**src/rtl/maroc_sc_serializer_pkg.sv**
```systemverilog
// Shared types and MAROC3 slow-control frame layout used by the serializer
// and by the upstream frame assembly logic.
package maroc_sc_pkg;

  typedef enum logic [2:0] {
    ST_IDLE   = 3'd0,
    ST_SC_RST = 3'd1,
    ST_SHIFT  = 3'd2,
    ST_CHECK  = 3'd3,
    ST_FIN    = 3'd4
  } sc_state_e;

  // Bit offsets of the main fields inside the 829-bit MAROC3 SC frame
  localparam int unsigned FRAME_W_MAROC3 = 829;
  localparam int unsigned OFS_DAC2       = 3;
  localparam int unsigned OFS_DAC1       = 13;
  localparam int unsigned OFS_MASK       = 27;
  localparam int unsigned OFS_GAIN       = 189;
  localparam int unsigned OFS_CTEST      = 765;
  localparam int unsigned DAC_W          = 10;

endpackage

```
**src/rtl/maroc_sc_serializer_if.sv**
```systemverilog
// Host-side handshake between the configuration register bank and the serializer.
interface maroc_sc_serializer_if #(
  parameter int unsigned FRAME_W = 829
);
  logic               start;
  logic [FRAME_W-1:0] frame;
  logic               busy;
  logic               done;
  logic               rb_err;

  modport master (output start, frame, input busy, done, rb_err);
  modport slave  (input start, frame, output busy, done, rb_err);
endinterface

```
**src/rtl/maroc_sc_serializer_sc_clk_tick.sv**
```systemverilog
// Bit-slot divider: one slot is 2*CK_DIV cycles, low phase first, high phase second.
module sc_clk_tick #(
  parameter int unsigned CK_DIV = 4
) (
  input  logic clk,
  input  logic rst,
  input  logic en,
  output logic slot_start_c,
  output logic rise_c,
  output logic sample_c
);
  localparam int unsigned SLOT = 2 * CK_DIV;
  localparam int unsigned CW   = $clog2(SLOT);

  logic [CW-1:0] cnt;

  always_ff @(posedge clk) begin
    if (rst || !en)                  cnt <= '0;
    else if (cnt == CW'(SLOT - 1))   cnt <= '0;
    else                             cnt <= cnt + CW'(1);
  end

  assign slot_start_c = en && (cnt == '0);
  assign rise_c       = en && (cnt == CW'(CK_DIV));
  assign sample_c     = en && (cnt == CW'(SLOT - 1));
endmodule

```
**src/rtl/maroc_sc_serializer.sv**
```systemverilog
// MAROC slow-control transmitter: SC reset pulse, serial shift on a divided
// CK_SC and optional second pass that compares the returning Q_SC stream.
module maroc_sc_serializer
  import maroc_sc_pkg::*;
#(
  parameter int unsigned FRAME_W   = 829,
  parameter int unsigned CK_DIV    = 4,
  parameter int unsigned RST_CYC   = 8,
  parameter int unsigned LSB_FIRST = 1,
  parameter int unsigned READBACK  = 1
) (
  input  logic                  CK_in,
  input  logic                  rst,
  maroc_sc_serializer_if.slave  host,
  output logic                  D_SC,
  output logic                  CK_SC,
  output logic                  RSTn_SC,
  input  logic                  Q_SC
);
  localparam int unsigned BCW  = $clog2(FRAME_W + 1);
  localparam int unsigned RCW  = $clog2(RST_CYC + 1);
  localparam int unsigned HEAD = (LSB_FIRST != 0) ? 0 : FRAME_W - 1;

  sc_state_e          state, state_nx;
  logic [BCW-1:0]     bit_cnt;
  logic [RCW-1:0]     rst_cnt;
  logic [FRAME_W-1:0] shift_buf, gold_buf;
  logic               chk_pend;
  logic               slot_start_c, rise_c, sample_c;
  logic               shift_en, last_bit, accept;
  logic               busy_nx, done_nx, rstn_nx;

  sc_clk_tick #(.CK_DIV(CK_DIV)) u_tick (
    .clk          (CK_in),
    .rst          (rst),
    .en           (shift_en),
    .slot_start_c (slot_start_c),
    .rise_c       (rise_c),
    .sample_c     (sample_c)
  );

  // State register
  always_ff @(posedge CK_in) begin
    if (rst) state <= ST_IDLE;
    else     state <= state_nx;
  end

  // Next-state logic
  always_comb begin
    state_nx = state;
    last_bit = sample_c && (bit_cnt == BCW'(FRAME_W - 1));
    accept   = (state == ST_IDLE) && host.start;
    unique case (state)
      ST_IDLE:   if (host.start) state_nx = ST_SC_RST;
      ST_SC_RST: if (rst_cnt == RCW'(RST_CYC - 1)) state_nx = ST_SHIFT;
      ST_SHIFT:  if (last_bit) state_nx = (READBACK != 0) ? ST_CHECK : ST_FIN;
      ST_CHECK:  if (last_bit) state_nx = ST_FIN;
      ST_FIN:    state_nx = ST_IDLE;
      default:   state_nx = ST_IDLE;
    endcase
  end

  // Output decode; every pin is re-timed by one register stage below
  always_comb begin
    busy_nx  = (state_nx != ST_IDLE);
    done_nx  = (state == ST_FIN);
    rstn_nx  = (state != ST_SC_RST);
    shift_en = (state == ST_SHIFT) || (state == ST_CHECK);
  end

  // Datapath and registered outputs
  always_ff @(posedge CK_in) begin
    if (rst) begin
      host.busy   <= 1'b0;
      host.done   <= 1'b0;
      host.rb_err <= 1'b0;
      D_SC        <= 1'b0;
      CK_SC       <= 1'b0;
      RSTn_SC     <= 1'b1;
      rst_cnt     <= '0;
      bit_cnt     <= '0;
      shift_buf   <= '0;
      gold_buf    <= '0;
      chk_pend    <= 1'b0;
    end else begin
      host.busy <= busy_nx;
      host.done <= done_nx;
      RSTn_SC   <= rstn_nx;
      rst_cnt   <= (state == ST_SC_RST) ? rst_cnt + RCW'(1) : '0;

      if (!shift_en) begin
        D_SC    <= 1'b0;
        CK_SC   <= 1'b0;
        bit_cnt <= '0;
      end else begin
        if (slot_start_c) begin
          D_SC      <= shift_buf[HEAD];
          shift_buf <= (LSB_FIRST != 0) ? (shift_buf >> 1) : (shift_buf << 1);
          CK_SC     <= 1'b0;
        end
        if (rise_c) CK_SC <= 1'b1;
        if (sample_c) begin
          if (last_bit) begin
            bit_cnt   <= '0;
            shift_buf <= gold_buf;
          end else begin
            bit_cnt <= bit_cnt + BCW'(1);
          end
        end
      end

      // D_SC still holds gold bit k during the last high-phase cycle of slot k
      chk_pend <= sample_c && (state == ST_CHECK);
      if (chk_pend && (Q_SC != D_SC)) host.rb_err <= 1'b1;

      if (accept) begin
        shift_buf   <= host.frame;
        gold_buf    <= host.frame;
        host.rb_err <= 1'b0;
      end
    end
  end
endmodule
```
**src/flat_wrapper.sv**
```systemverilog
// flat-port wrapper written by rule: the top's interface ports become plain ports
module maroc_sc_serializer_flat import maroc_sc_pkg::*;
#(
  parameter int unsigned FRAME_W   = 829,
  parameter int unsigned CK_DIV    = 4,
  parameter int unsigned RST_CYC   = 8,
  parameter int unsigned LSB_FIRST = 1,
  parameter int unsigned READBACK  = 1
)
  (CK_in, rst, D_SC, CK_SC, RSTn_SC, Q_SC, host_start, host_frame, host_busy, host_done, host_rb_err);
  maroc_sc_serializer_if #(.FRAME_W(FRAME_W)) host_i ();
  input  logic CK_in;
  input  logic rst;
  output logic D_SC;
  output logic CK_SC;
  output logic RSTn_SC;
  input  logic Q_SC;
  input wire logic [$bits(host_i.start)-1:0] host_start;
  input wire logic [$bits(host_i.frame)-1:0] host_frame;
  output wire logic [$bits(host_i.busy)-1:0] host_busy;
  output wire logic [$bits(host_i.done)-1:0] host_done;
  output wire logic [$bits(host_i.rb_err)-1:0] host_rb_err;
  assign host_i.start = host_start;
  assign host_i.frame = host_frame;
  assign host_busy = host_i.busy;
  assign host_done = host_i.done;
  assign host_rb_err = host_i.rb_err;
  maroc_sc_serializer #(.FRAME_W(FRAME_W), .CK_DIV(CK_DIV), .RST_CYC(RST_CYC), .LSB_FIRST(LSB_FIRST), .READBACK(READBACK)) u_core (.CK_in(CK_in), .rst(rst), .host(host_i), .D_SC(D_SC), .CK_SC(CK_SC), .RSTn_SC(RSTn_SC), .Q_SC(Q_SC));
endmodule
```
**config.mk**
```make
export PLATFORM = sky130hd
export DESIGN_NAME = maroc_sc_serializer_flat
export DESIGN_NICKNAME = d
export VERILOG_FILES = /design/src/rtl/maroc_sc_serializer_pkg.sv /design/src/rtl/maroc_sc_serializer_if.sv /design/src/rtl/maroc_sc_serializer_sc_clk_tick.sv /design/src/rtl/maroc_sc_serializer.sv /design/src/flat_wrapper.sv
export SDC_FILE = /design/constraint.sdc
export NUM_CORES = 2
export LEC_CHECK = 0
export ABC_AREA = 1
export BUFFER_PORTS_ARGS = -buffer_cell sky130_fd_sc_hd__buf_2
export CORE_UTILIZATION = 35
export CTS_BUF_LIST = sky130_fd_sc_hd__clkbuf_4 sky130_fd_sc_hd__clkbuf_8
export DETAILED_ROUTE_END_ITERATION = 7
export REMOVE_ABC_BUFFERS = 1
export SETUP_SLACK_MARGIN = 0.3
export SKIP_LAST_GASP = 1
export SLEW_MARGIN = 25
export SYNTH_ARGS = -nofsm -noshare
export SYNTH_HDL_FRONTEND = slang
export SYNTH_SLANG_ARGS = --single-unit
```
**constraint.sdc**
```tcl
create_clock -name CK_in -period 1.96 [get_ports CK_in]
set_input_delay 0.098 -clock CK_in [delete_from_list [all_inputs] [get_ports CK_in]]
set_output_delay 0.098 -clock CK_in [all_outputs]
set_load 0.05 [all_outputs]
```
==> metrics.yaml, run 1 <==
status: "did not finish"
failed_stage: "global routing (5_1_grt)"
stop_error: "[ERROR GRT-0116] Global routing finished with congestion. Check the congestion regions in the DRC Viewer."
synth_top_area_share: 0.449
synthMuxAreaShare: 0
syn_inst: 11511
synthAdderAreaFrac: 0.000999
start_util: 0.353
grt.total_usage: 0.335
yosysTopAreaCell: "dfxtp_1"
htree_levels: 5
synth_ff_type: "dfxtp_1"
cts_root_buffer: "clkbuf_8"
synth_cell_types: 28
synth_top_cells_by_area: "dfxtp_1, nand2_1, a21oi_1"
yosys_warnings: 0
cts_max_path_buffers: 4
synth_top_family_by_area: "simple AND/OR/NAND/NOR gates"
num_io_pins: 839
grt_pass1_wl_um: 556000
routabilityCongestion: 0.859
synth-xor-area-share: 0.000233
syn-mean-instance-area_um2: 6.53
synth-async-reset-ratio: 0
rows: 169
grt_pass1_vias: 90507
seq_area_frac_synth: 0.449
ys_seq_elements: 1685
cts_inserted_buffers: 320
cts_sinks: 1685
die_w_um: 465
place_hpwl_um: 178000
fp.dieH_um: 465
synth-simple-area-share: 0.384
grt_max_degree: 121
synth-compound-area-share: 0.111
port_buffers: 838
dp_cells: 14759
synth_edf_count: 0
synthesis.area_um2: 75100
grt_overflow: 107
per-layer routing:
metal / track usage / overflow
met5: 0.0354 / 0
met4: 0.165 / 36
met3: 0.132 / 3
met2: 0.493 / 66
met1: 0.420 / 2
repair_timing:
action | in CTS
resized for setup | 165
hold buffers | 1657
pin swaps | 67
cloned | 47
setup endpoints to repair | 1671
endpoints found under the hold margin | 1685
setup buffers | 62
cells in the mapped netlist (2+ instances only):
master    number
nand3_1     1476
a21oi_1     1660
clkbuf_1     627
nor2_1        33
nand4_1        7
buf_6          3
dfxtp_1     1685
inv_1         28
nand2_2        3
inv_2          4
o22ai_1        2
nor3_1         6
o21ai_0        6
buf_2        235
ha_1           6
nor2_2         2
buf_4         37
nand2_1     5638
buf_1         43
nor3b_1        2
per-stage QoR:
step	worst slack (ns)	area (µm²)	hold WS [ns]
floorplan	-79.05	71100	0.167
global placement	-0.0866	85800	0.379
detailed placement	-0.167	85800	0.379
CTS	-0.145	112000	0.00554
cell families after synthesis:
| group | count (synthesis) |
|---|---|
| AO/OA/AOI/OAI | 1670 |
| XOR/XNOR | 2 |
| adder cells (fa/ha/maj) | 6 |
| buffers and inverters | 977 |
| flip-flops | 1685 |
| AND/OR/NAND/NOR | 7171 |
==> run 2, diff against run 1 <==
CORE_UTILIZATION = 20   (was 35)
CTS_BUF_LIST = unset   (was sky130_fd_sc_hd__clkbuf_4 sky130_fd_sc_hd__clkbuf_8)
PLACE_DENSITY_LB_ADDON = 0.15   (was unset)
SETUP_SLACK_MARGIN = unset   (was 0.3)
clock period = 2.55 ns   (was 1.96 ns; I/O delays follow)
==> run 2 against run 1 <==
Net effect: the run now ends clean; synthesized cell count is the same; synthesized area stayed put.
==> metrics.yaml, run 2 <==
status: "finished clean"
end_kind: "flop"
vias: 79235
dieArea_um2: 378000
syn-mean-instance-area_um2: 6.53
route.detailed.drc: 0
cts_inserted_buffers: 215
post-route-util: 0.280
synthesis.area_um2: 75100
clk_latency_ns: 0.91
p_leak_nw: 45.7
synth-xor-area-share: 0.000233
synth_top_area_share: 0.449
maxSlewHeadroom: 0.461
start_util: 0.201
power_per_cell_area_nw_per_um2: 650
cts_sinks: 1685
place_hpwl_um: 217000
synth_top_family_by_area: "simple AND/OR/NAND/NOR gates"
stdcell_area_um2: 105000
clk_pin_slew_ns: 0.06
synthAdderAreaFrac: 0.000999
worstPathCellList: "inv_1, ha_1, inv_1, nor2_4, buf_12, buf_4, nand3_1, nand2_1, nand2_1, nand2_1, nand2_1, a21oi_1"
dr.pass1.iters: 7
worst-path-buf-inv: 4
reg2regPathDepth: 12
yosysTopAreaCell: "dfxtp_1"
final_cell_mix: "nand2_1, dfxtp_1, a21oi_1"
fin_setup_tns_ns: 0
synth-async-reset-ratio: 0
max_stage_delay_ns: 0.45
grt_max_degree: 160
grt_pass1_wl_um: 501000
syn_to_final_growth_pct: 39.1
yosys_warnings: 0
wl_um: 331000
grt_overflow: 0
fp.dieH_um: 615
holdCritPathClass: "in -> reg"
min_period_over_period: 0.891
rsz0062_at_grt: "no"
endpoint: "u_core.shift_buf[721]"
synth_ff_type: "dfxtp_1"
crit_type: "reg -> reg"
postRouteAntennaNets: 0
setup_viol: 0
port_buffers: 838
required_ns: 3.36
tritoncts: "yes"
cts_max_path_buffers: 4
seq_area_frac_synth: 0.449
cp_slowest_cell: "buf_4"
critPathLaunch: "u_core.u_tick.cnt[0]"
critical-path-top-delay-family: "simple AND/OR/NAND/NOR gates"
synth_most_common_cell: "nand2_1"
finalMaxSlewViolations: 0
num_io_pins: 839
htree_levels: 4
finalHoldViolCount: 0
fmaxAchievable_ghz: 0.440
critPathArrivalTime_ns: 3.08
synth_edf_count: 0
reg_top3: "u_core.gold_buf: 829 flops, u_core.shift_buf: 829 flops, u_core.bit_cnt: 10 flops"
syn_inst: 11511
core-area_um2: 373000
drive_gt1_frac: 0.114
wl_per_cell_um: 18.2
rows: 224
synthMuxAreaShare: 0
regToRegSetupSlack_ns: 0.28
ys_seq_elements: 1685
rr_endpoint: "u_core.shift_buf[721]"
placed_area_um2: 86400
worst_pin_slew_ns: 0.808
synth-compound-area-share: 0.111
synth-simple-area-share: 0.384
vdd_drop_max_mv: 0.528
path_common_cell: "nand2_1"
final_cells: 18231
min_period_ns: 2.27
synth_top_cells_by_area: "dfxtp_1, nand2_1, a21oi_1"
synth_cell_types: 28
dp_cells: 16727
cts_root_buffer: "clkbuf_16"
viasPerCell: 4.35
antenna_found_initial: 16
cp_num_cells: 12
grt.total_usage: 0.169
finClkSkew_ns: 0.0739
start_kind: "flop"
post_cts.repair.setup_buffers: 0
die_w_um: 615
drtIter0Drc: 4403
r2r-start: "u_core.u_tick.cnt[0]"
grt_pass1_vias: 78059
cp_max_fo: 40
cap_violations: 0
p_total_w: 0.0680
synth_common_cells: "nand2_1, dfxtp_1, a21oi_1"
nets: 13919
final_common_cell: "nand2_1"
routabilityCongestion: 0.799
## run 2: cell counts after synthesis
No cell type changed its count.
## run 2: how the worst min path moves through the flow
stage,from,end,slack (ns),depth (start not counted)
floorplan,rst,u_core.gold_buf[0],0.20,1
global placement,host_frame[771],u_core.gold_buf[771],0.41,3
detailed placement,host_frame[769],u_core.gold_buf[769],0.42,3
CTS,host_frame[84],u_core.gold_buf[84],0.00003,4
global route,host_frame[201],u_core.shift_buf[201],0.06,4
finish,host_frame[804],u_core.gold_buf[804],0.11,4
## run 2: layer usage
layer	global-route usage	wire length (µm)
met1	0.215	149000
met4	0.0679	14200
met2	0.292	159000
met3	0.0167	9550
met5	0	44
## run 2: what timing repair did
item	CTS	global route
hold buffers	1108	0
gates resized for setup	0	0
hold endpoints to repair	1664	0
setup endpoints to repair	0	0
## run 2: worst min-delay path, delay by kind of cell
kind,cells,cell delay [ns]
AOI/OAI and AO/OA,1,0.11
buffers and inverters,2,0.61
and+or+nand+nor,1,0.06
## run 2: cells by family after synthesis
family,count (synthesis)
AO/OA/AOI/OAI,1670
adder cells (fa/ha/maj),6
XOR/XNOR,2
flip-flops,1685
AND/OR/NAND/NOR,7171
buffers and inverters,977
## run 2: cell type report
class,instances,area (µm²)
sequential,1685,33700
timing repair buffer,2297,20100
fill,41199,269000
inverter,32,135
multi-input combinational,8849,37300
clock buffer,346,6420
tap,4972,6220
antenna,5,12.5
clock inverter,45,571
## run 2: metrics by stage
stage               setup WS, ns  hold slack, ns
floorplan                 -78.49           0.197
global placement           0.288           0.413
detailed placement         0.286           0.417
CTS                        0.235       0.0000308
global route              0.0237          0.0582
finish                     0.277           0.107
## run 2: report_power, final
group          total, W  internal, W  switching, W
clock            0.0309       0.0179        0.0129
combinational   0.00817      0.00350       0.00467
sequential       0.0289       0.0281      0.000883
Power figures use the tool's default switching activity.
